**config.mk**
```make
export PLATFORM = sky130hd
export DESIGN_NAME = mem_arbiter
export DESIGN_NICKNAME = d
export VERILOG_FILES = /design/src/rtl/mem_arbiter.sv
export SDC_FILE = /design/constraint.sdc
export NUM_CORES = 1
export LEC_CHECK = 0
export BUFFER_PORTS_ARGS = -buffer_cell sky130_fd_sc_hd__buf_4
export CORE_MARGIN = 2
export CORE_UTILIZATION = 50
export CTS_BUF_LIST = sky130_fd_sc_hd__clkbuf_16
export CTS_CLUSTER_DIAMETER = 200
export DETAILED_ROUTE_END_ITERATION = 7
export PLACE_DENSITY = 0.86
export SLEW_MARGIN = 20
export SYNTH_ARGS = -nofsm -noshare
export SYNTH_HDL_FRONTEND = slang
export SYNTH_SLANG_ARGS = --single-unit
export TNS_END_PERCENT = 100
```
**constraint.sdc**
```tcl
create_clock -name clk -period 3.8 [get_ports clk]
set_input_delay 0.19 -clock clk [delete_from_list [all_inputs] [get_ports clk]]
set_output_delay 0.19 -clock clk [all_outputs]
set_load 0.01 [all_outputs]
```
**src/rtl/mem_arbiter.sv**
```systemverilog
// Round-robin arbiter sharing one memory port between instruction fetch (IF) and load/store (LS).
// Optional watchdog on the WAIT state is built when MEM_ARB_TIMEOUT_EN is defined.
module mem_arbiter #(
  parameter int TIMEOUT = 64
) (
  input  logic        clk,
  input  logic        rst,
  input  logic        if_req_valid,
  output logic        if_req_ready,
  input  logic [31:0] if_addr,
  output logic        if_resp_valid,
  output logic [31:0] if_rdata,
  output logic        if_resp_err,
  input  logic        ls_req_valid,
  output logic        ls_req_ready,
  input  logic [31:0] ls_addr,
  input  logic        ls_wen,
  input  logic [3:0]  ls_wmask,
  input  logic [31:0] ls_wdata,
  output logic        ls_resp_valid,
  output logic [31:0] ls_rdata,
  output logic        ls_resp_err,
  output logic        mem_req_valid,
  input  logic        mem_req_ready,
  output logic [31:0] mem_addr,
  output logic        mem_wen,
  output logic [3:0]  mem_wmask,
  output logic [31:0] mem_wdata,
  input  logic        mem_resp_valid,
  input  logic [31:0] mem_rdata,
  output logic        busy,
  output logic        timeout_flag
);
  if (TIMEOUT < 1) begin : g_bad_timeout
    $error("mem_arbiter: TIMEOUT must be at least 1");
  end

  typedef enum logic [1:0] {S_IDLE, S_REQ, S_WAIT} state_t;

  state_t      r_state, w_next;
  logic        r_last_ls, r_owner_ls;
  logic        r_if_rvalid, r_ls_rvalid;
  logic [31:0] r_if_rdata, r_ls_rdata;
  logic [31:0] r_addr, r_wdata;
  logic        r_wen;
  logic [3:0]  r_wmask;
  logic        w_grant_if, w_accept, w_done, w_tout;

  // On a tie the side that did not win last time gets the port.
  assign w_grant_if = if_req_valid && (!ls_req_valid || r_last_ls);
  assign w_accept   = (r_state == S_IDLE) && (if_req_valid || ls_req_valid);
  assign w_done     = ((r_state == S_REQ) && mem_req_ready && mem_resp_valid) ||
                      ((r_state == S_WAIT) && mem_resp_valid);

`ifdef MEM_ARB_TIMEOUT_EN
  localparam int CW = $clog2(TIMEOUT + 1);
  logic [CW-1:0] r_cnt;
  logic          r_tflag, r_if_err, r_ls_err;

  // A real response in the limit cycle takes priority over the timeout.
  assign w_tout = (r_state == S_WAIT) && !mem_resp_valid && (r_cnt == CW'(TIMEOUT - 1));

  always_ff @(posedge clk or negedge rst) begin
    if (!rst) begin
      r_cnt    <= '0;
      r_tflag  <= 1'b0;
      r_if_err <= 1'b0;
      r_ls_err <= 1'b0;
    end else begin
      r_cnt    <= (r_state == S_WAIT) ? r_cnt + 1'b1 : '0;
      r_tflag  <= r_tflag | w_tout;
      r_if_err <= w_tout && !r_owner_ls;
      r_ls_err <= w_tout && r_owner_ls;
    end
  end

  assign timeout_flag = r_tflag;
  assign if_resp_err  = r_if_err;
  assign ls_resp_err  = r_ls_err;
`else
  assign w_tout       = 1'b0;
  assign timeout_flag = 1'b0;
  assign if_resp_err  = 1'b0;
  assign ls_resp_err  = 1'b0;
`endif

  always_ff @(posedge clk or negedge rst) begin
    if (!rst) r_state <= S_IDLE;
    else      r_state <= w_next;
  end

  always_comb begin
    w_next = r_state;
    case (r_state)
      S_IDLE:  if (w_accept) w_next = S_REQ;
      S_REQ:   if (mem_req_ready) w_next = mem_resp_valid ? S_IDLE : S_WAIT;
      S_WAIT:  if (mem_resp_valid || w_tout) w_next = S_IDLE;
      default: w_next = S_IDLE;
    endcase
  end

  always_comb begin
    if_req_ready  = (r_state == S_IDLE) && w_grant_if;
    ls_req_ready  = (r_state == S_IDLE) && !w_grant_if && ls_req_valid;
    mem_req_valid = (r_state == S_REQ);
    busy          = (r_state != S_IDLE);
  end

  always_ff @(posedge clk or negedge rst) begin
    if (!rst) begin
      r_last_ls  <= 1'b1;
      r_owner_ls <= 1'b0;
      r_addr     <= '0;
      r_wen      <= 1'b0;
      r_wmask    <= '0;
      r_wdata    <= '0;
    end else if (w_accept) begin
      r_last_ls  <= !w_grant_if;
      r_owner_ls <= !w_grant_if;
      r_addr     <= w_grant_if ? if_addr : ls_addr;
      r_wen      <= !w_grant_if && ls_wen;
      r_wmask    <= w_grant_if ? 4'h0 : ls_wmask;
      r_wdata    <= w_grant_if ? 32'h0 : ls_wdata;
    end
  end

  always_ff @(posedge clk or negedge rst) begin
    if (!rst) begin
      r_if_rvalid <= 1'b0;
      r_ls_rvalid <= 1'b0;
      r_if_rdata  <= '0;
      r_ls_rdata  <= '0;
    end else begin
      r_if_rvalid <= (w_done || w_tout) && !r_owner_ls;
      r_ls_rvalid <= (w_done || w_tout) && r_owner_ls;
      if (w_done || w_tout) begin
        if (r_owner_ls) r_ls_rdata <= w_done ? mem_rdata : 32'h0;
        else            r_if_rdata <= w_done ? mem_rdata : 32'h0;
      end
    end
  end

  assign mem_addr      = r_addr;
  assign mem_wen       = r_wen;
  assign mem_wmask     = r_wmask;
  assign mem_wdata     = r_wdata;
  assign if_resp_valid = r_if_rvalid;
  assign ls_resp_valid = r_ls_rvalid;
  assign if_rdata      = r_if_rdata;
  assign ls_rdata      = r_ls_rdata;
endmodule

```
=== Yosys cells after proc, flatten, opt, wreduce, memory -nomap -nowiden ===
Cells that the tools add are included.

* Flip-flop bits (word level): 139
* Output and inout bits: 142
* Logic and storage cells: 47
* Input port bits: 139

* Reductions and logical operators: 22
* Multiplexer cells: 8
* Equal/unequal tests: 5
* Bitwise logic cells: 1

{| class="wikitable"
|+ Operator list
! kind !! number
|-
| 32-bit 2-to-1 mux || 2
|-
| 1-bit logical AND || 11
|-
| 2-bit 2-to-1 mux || 4
|-
| 2-bit one-hot mux with 3 select lines || 1
|-
| 4-bit 2-to-1 mux || 1
|-
| 2-bit != test, second input constant || 2
|-
| 2-bit AND reduction || 2
|-
| 1-bit logical NOT || 3
|-
| 1-bit logical OR || 3
|-
| 3-bit AND reduction || 1
|-
| 2-bit by 1-bit == test with 1-bit output, second input constant || 1
|-
| 2-bit == test, second input constant || 1
|-
| 2-bit logical NOT || 1
|-
| 2-bit by 1-bit != test with 1-bit output, second input constant || 1
|-
| 2-bit nonzero test || 1
|-
| 1-bit NOT || 1
|}

=== Logic depth before layout (Yosys ltp) ===
Gate-level depths: netlist of the first run.

* Word-level depth: 6
* Mapped depth: 7
* Gate-level depth less buffers: 4

=== Worst setup path before layout of the first run ===
No wires, ideal clock.

* Path type: flip-flop to flip-flop
* From: reg r_state[0]
* To: reg r_if_rdata[10], in the netlist if_rdata[10]
* Setup time: 0.125 ns
* Slack: 2.251 ns
* Cell stages (with the launch flop): 5
* Arrival time: 1.424 ns
* Required time: 3.675 ns
* Period minus slack after synthesis: 1.549 ns
* Path buffers: 1
* Path through: dfrtp_1 > nand3b_1 > a21oi_2 > buf_6 > mux2_2

* Word-level cells in the longest chain between the ends: 5
* Elaborated cells on any way between the ends: 7
* Classes of those cells: eq/ne: 2; reduce/logical: 5

{| class="wikitable"
|+ Ends and longest elaborated chain
! element !! RTL line !! text
|-
| start: declaration || 40 || <nowiki>state_t r_state, w_next;</nowiki>
|-
| start signal: assignment || 89 || <nowiki>else r_state <= w_next;</nowiki>
|-
| 2-bit by 1-bit == test with 1-bit output || 52 || <nowiki>assign w_done = ((r_state == S_REQ) && mem_req_ready && mem_resp_valid) ||</nowiki>
|-
| 1-bit logical AND (2 in a row) || 52 ||
|-
| 1-bit logical OR (*) || 52 ||
|-
| 2-bit AND reduction (no source line) (*) || - ||
|-
| end signal: assignment || 138 || <nowiki>else r_if_rdata <= w_done ? mem_rdata : 32'h0;</nowiki>
|-
| end: declaration || 43 || <nowiki>logic [31:0] r_if_rdata, r_ls_rdata;</nowiki>
|}

Mark *: on every way between the ends. The rest lies on a longest branch, timed or not.
A chain may end at the register's enable or synchronous reset.

=== Final worst setup path of the first run ===
* From: reg r_state[0]
* To: out ls_req_ready

* Word-level cells in the longest chain between the ends: 3

{| class="wikitable"
|+ Ends and longest elaborated chain
! element !! RTL line !! text
|-
| 2-bit logical NOT || 104 || <nowiki>ls_req_ready = (r_state == S_IDLE) && !w_grant_if && ls_req_valid;</nowiki>
|-
| 1-bit logical AND (2 in a row) || 104 ||
|-
| end: declaration || 15 || <nowiki>output logic ls_req_ready,</nowiki>
|}

Every way passes these cells.

==> flow_summary.toml, run 1 <==
[worst_setup_path]
cp.arrival_ns = 2.19
critical_path_class = "reg -> out"
cp_top_family = "simple AND/OR/NAND/NOR gates"
end_kind = "output pin"
timing.rr.start = "r_state[0]"
slowest_stage = "and3_1"
r2r-end = "mem_wdata[9]"
required_ns = 3.61
crit_buf_inv = 1
start_kind = "register"
path_cells = "nor2_2 -> and3_1 -> buf_4"
r2r_slack_ns = 1.58
cp_max_fo = 16
r2r.worst_path.cells = 4
max_stage_delay_ns = 0.67

[power]
total_power_uw = 7560
peakVddDrop_v = 0.000580
powerDensity_nw_per_um2 = 857
p_leak_uw = 0.00437

[cts]
cts_max_level = 4
clock_path_buffers = 2
cts_tree = "built"
insertion_delay_ns = 0.42
cts.sinks = 139
clkTransAtPathRegs_ns = 0.06
cts_setup_buffers = 0
root_buffer = "clkbuf_16"
cts_buffers = 17

[detailed_routing]
drtIter0Drc = 375
routedWlPerCell_um = 20.1
via_per_inst = 5.60
antenna_left = 0
drc = 0
wirelength_um = 17900
drt-pass1-iter-count = 5
vias = 4988

[logic_synthesis]
synth_edf_count = 0
synthCells = 436
synth_top_area_share_pct = 59.8
synth.distinct_cells = 33
synth-seq-cells = 139
yosys.area.top_type = "dfrtp_1"
syn_area_um2 = 5770
avgSynthCellArea_um2 = 13.2
ys.warnings.count = 0
ys_top_cells_by_area = "dfrtp_1 60%, mux2_4 7.5%, mux2_2 6.8%"
synth_ff_type = "dfrtp_1"
yosysSeqAreaShare_pct = 60.3
postSynth.asyncResetShare_pct = 100

[place]
postPlaceCellArea_um2 = 7800
gp_congestion = 0.923
io_buffer_count = 277
hpwl_um = 11300

[global_route]
grt_pass1_vias = 5077
grt_pass1_wl_um = 27600
grt-ovfl-total = 0
grt_max_degree = 117
antenna_found_initial = 0
grt_use_total_pct = 28.6

[cells_and_area]
n_antenna_cell = 0
fin_area_um2 = 8820
layout_commonest_cell = "buf_4"
drive_gt1_share_pct = 51.3
layout.nets = 874
final_cell_mix = "282 x buf_4, 138 x dfrtp_1, 37 x a22o_1, 37 x dlygate4sd3_1, 35 x mux2_2"
syn2layout_area_growth_pct = 52.8

[timing]
clock.fmax_mhz = 419
timing.final.max_slew_violations = 0
slew_headroom_pct = 40.6
setup_viol = 0
worst_slew_pin_slew_ns = 0.890
hold_viol_final = 0
tns_ns = 0
skew_ns = 0.00544
fin_crit_sh_pct = 62.7
rsz0062_at_grt = "false"
min_period_ns = 2.38

[hold_path]
min_from = "mem_rdata[9]"
hold_depth = 2
hold_class = "in -> reg"
whs_endpoint = "ls_rdata[9]"

[die]
ios = 281
dieArea_um2 = 12400
row_count = 39
core_area_um2 = 11300
start_util_pct = 51.0
die_h_um = 111
die_w_um = 111

[status]
status = "complete, no violations"

[run]
max_cap_viol_count = 0
cell usage after synthesis, types with 2 or more instances:
cell / number
buf_6: 8
a21oi_1: 33
dfrtp_1: 138
a31oi_1: 32
nand3_1: 32
inv_1: 4
mux2_4: 29
buf_2: 10
a21o_1: 2
a22o_1: 37
clkbuf_1: 19
nand2_1: 2
o21ai_0: 32
mux2_2: 35
buf_4: 3
buf_12: 3
registers in the layout, indices dropped and copies added (netlist names), 2 cells and up:
signal / cells
mem_addr: 32
if_rdata: 32
ls_rdata: 32
r_state: 2
mem_wdata: 32
mem_wmask: 4
metal layers:
| layer | routed length (um) | part of all wire (%) | global-route usage, % |
|---|---|---|---|
| met4 | 578 | 3.2 | 12.6 |
| met1 | 6940 | 39 | 35.5 |
| met2 | 8930 | 50 | 47.9 |
| met5 | 0 | 0 | 0 |
| met3 | 1470 | 8.2 | 6.97 |
cell families (layout without fill, tap and decap cells):
family                 after synthesis  after routing  synth area share, %
multiplexers                        64             64                 14.4
AND/OR/NAND/NOR                     46             46                 4.53
other                                1              3               0.0650
AO/OA/AOI/OAI                      139            139                 15.4
flip-flops                         139            139                 60.3
buffers and inverters               47            357                 5.35
timing repair:
action | in CTS | in global routing
endpoints found under the hold margin | 149 | 1
gates resized for setup | 0 | 0
hold buffers | 36 | 1
worst max path at each step:
stage / depth (start not counted) / end / start / slack, ns
global placement: 5 / mem_addr[11] / if_req_valid / 1.59
detailed placement: 5 / mem_addr[24] / if_req_valid / 1.49
global route: 3 / ls_req_ready / r_state[0] / 1.27
floorplan: 4 / if_rdata[10] / r_state[0] / 2.25
CTS: 3 / ls_req_ready / r_state[0] / 1.43
finish: 3 / ls_req_ready / r_state[0] / 1.42
metrics by stage:
| stage | std cells | hold slack [ns] | util [%] | worst slack [ns] |
|---|---|---|---|---|
| after CTS | 889 | 0.000742 | 77.5 | 1.43 |
| final | 891 | 0.0184 | 77.9 | 1.42 |
| after detailed placement | 821 | 0.396 | 68.9 | 1.49 |
| after global placement | 821 | 0.391 | 68.9 | 1.59 |
| after global routing | 891 | 0.00677 | 77.9 | 1.27 |
| after floorplan | 438 | -0.106 | - | 2.25 |
worst reg2reg max path, cell delays in order (launching register included):
cell,delay [ns]
dfrtp_1,0.44
nor2_2,0.43
and3_1,0.67
buf_4,0.40
a22o_1,0.22
area by class of cell:
class | count | area (um2)
tap | 143 | 179
inverter | 4 | 15.0
clock buffer | 17 | 425
sequential | 139 | 3480
clock inverter | 15 | 183
timing repair buffer | 321 | 2530
multi-input combinational | 252 | 2010
fill | 669 | 2500
power breakdown:
group | switching (uW) | leakage, uW | total [uW] | internal [uW]
clock network | 626 | 0.000300 | 1710 | 1090
logic | 1420 | 0.00239 | 3140 | 1720
registers | 501 | 0.00168 | 2710 | 2210
Note: power is estimated with default switching activity, not from simulation.
==> run 2: changes to the inputs <==
- CORE_UTILIZATION: 50 -> 46
- PLACE_DENSITY: 0.86 -> 0.8
- clock period: 3.8 -> 2.2 ns (I/O delays scaled with it)
==> flow_summary.toml, run 2 (synthesis gave the netlist of run 1 again) <==
[global_route]
grt_max_degree = 63
grt_pass1_vias = 5918
grt-ovfl-total = 0
antenna_found_initial = 1
grt_use_total_pct = 32.6
grt_pass1_wl_um = 32800

[cts]
root_buffer = "clkbuf_16"
cts_max_level = 4
clock_path_buffers = 2
clkTransAtPathRegs_ns = 0.06
cts_buffers = 17
cts_resized = 0
cts_tree = "built"
cts.sinks = 139
insertion_delay_ns = 0.42

[timing]
worst_slew_pin_slew_ns = 0.914
skew_ns = 0.0114
fin_crit_sh_pct = 88.1
min_period_ns = 1.94
setup_viol = 0
rsz0062_at_grt = "false"
clock.fmax_mhz = 516
hold_viol_final = 0
tns_ns = 0
slew_headroom_pct = 39.0
timing.final.max_slew_violations = 0

[cells_and_area]
layout.nets = 977
drive_gt1_share_pct = 45.4
fin_area_um2 = 9860
layout_commonest_cell = "buf_4"
syn2layout_area_growth_pct = 70.9
final_cell_mix = "284 x buf_4, 138 x dfrtp_1, 136 x dlygate4sd3_1, 37 x a22o_1, 35 x mux2_2"
final_util_pct = 81.4

[worst_setup_path]
slowest_stage = "dfrtp_1"
required_ns = 2.09
cp_max_fo = 34
start_kind = "register"
cp_common_cell = "buf_4"
cp_top_family = "buffers and inverters"
crit_buf_inv = 3
max_stage_delay_ns = 0.44
path_cells = "nor2_2 -> buf_4 -> inv_1 -> nor3_1 -> buf_4"
cp.arrival_ns = 1.83
critical_path_class = "reg -> out"
end_kind = "output pin"

[detailed_routing]
routedWlPerCell_um = 21.4
antenna_left = 0
drc = 0
drt-pass1-iter-count = 8
via_per_inst = 5.47
vias = 5577
drtIter0Drc = 632
wirelength_um = 21800

[die]
die_w_um = 116
dieArea_um2 = 13500
die_h_um = 116
row_count = 40
start_util_pct = 47.7
ios = 281
core_area_um2 = 12100

[status]
status = "complete, no violations"

[place]
hpwl_um = 11600
io_buffer_count = 277
postPlaceCellArea_um2 = 7910
gp_congestion = 0.786

[run]
max_cap_viol_count = 0

[power]
p_leak_uw = 0.00479
peakVddDrop_v = 0.000685
powerDensity_nw_per_um2 = 1350

[hold_path]
hold_class = "in -> reg"
==> run 2: changes by cell type in the layout (fill, tap and decap cells not counted), sizes merged <==
cell	before	now
buf	283	288
bufinv	4	3
clkbuf	18	17
clkinv	7	8
diode	0	2
dlygate4sd3	37	136
inv	6	5
==> run 2: power by group <==
part           internal (uW)  total (uW)  switching (uW)
Clock                   1760        2850            1100
Sequential              3820        4710             891
Combinational           3110        5760            2650
==> run 2: final timing paths <==
path / end / cells after the start / from / slack (ns)
max in group asynchronous: r_state[1] / 3 / rst / 1.15
setup / recovery: if_req_ready / 5 / r_state[0] / 0.26
min in group asynchronous: ls_rdata[23] / 2 / rst / 0.18
hold reg to reg: mem_wen / 1 / mem_wen / 0.50
hold / removal: mem_addr[20] / 3 / ls_addr[20] / 0.02
setup reg to reg: mem_addr[13] / 5 / r_state[0] / 0.44
==> run 2: stage by stage <==
step	cells	hold WS, ns	setup slack, ns	power (uW)
after global routing	1019	0.0174	0.143	13900
after CTS	1018	0.00689	0.130	13000
after detailed placement	851	0.0652	0.416	9940
after global placement	851	0.0528	0.539	9750
after floorplan	438	-0.186	0.651	7220
final	1020	0.0150	0.262	13300
==> run 2: cell type report <==
type / count / area [um2]
clock inverters: 14 / 156
multi-input cells: 252 / 2010
diodes: 2 / 5.00
flip-flops and latches: 139 / 3480
clock buffers: 17 / 425
inverters: 4 / 15.0
fillers: 635 / 2250
well taps: 168 / 210
repair buffers: 424 / 3560
==> run 2: layer usage <==
metal | share of wire, % | up-vias | GRT usage (%) | wire, um
met1 | 36 | 2719 | 38.2 | 7930
li1 | - | 2397 | - | -
met3 | 10 | 54 | 10.3 | 2230
met2 | 51 | 407 | 56.3 | 11100
met4 | 2.9 | 0 | 12.5 | 635
met5 | 0 | - | 0 | 0
==> run 2: what timing repair did <==
action,in CTS,in global routing
hold endpoints to repair,179,0
buffers inserted,0,0
hold buffers,136,0
==> run 2: worst reg2reg max path: stages, from the launching register on <==
cell and delay [ns]:
dfrtp_1 0.44, nor2_2 0.15, buf_4 0.36, and2_1 0.19, buf_4 0.32, a31oi_1 0.16
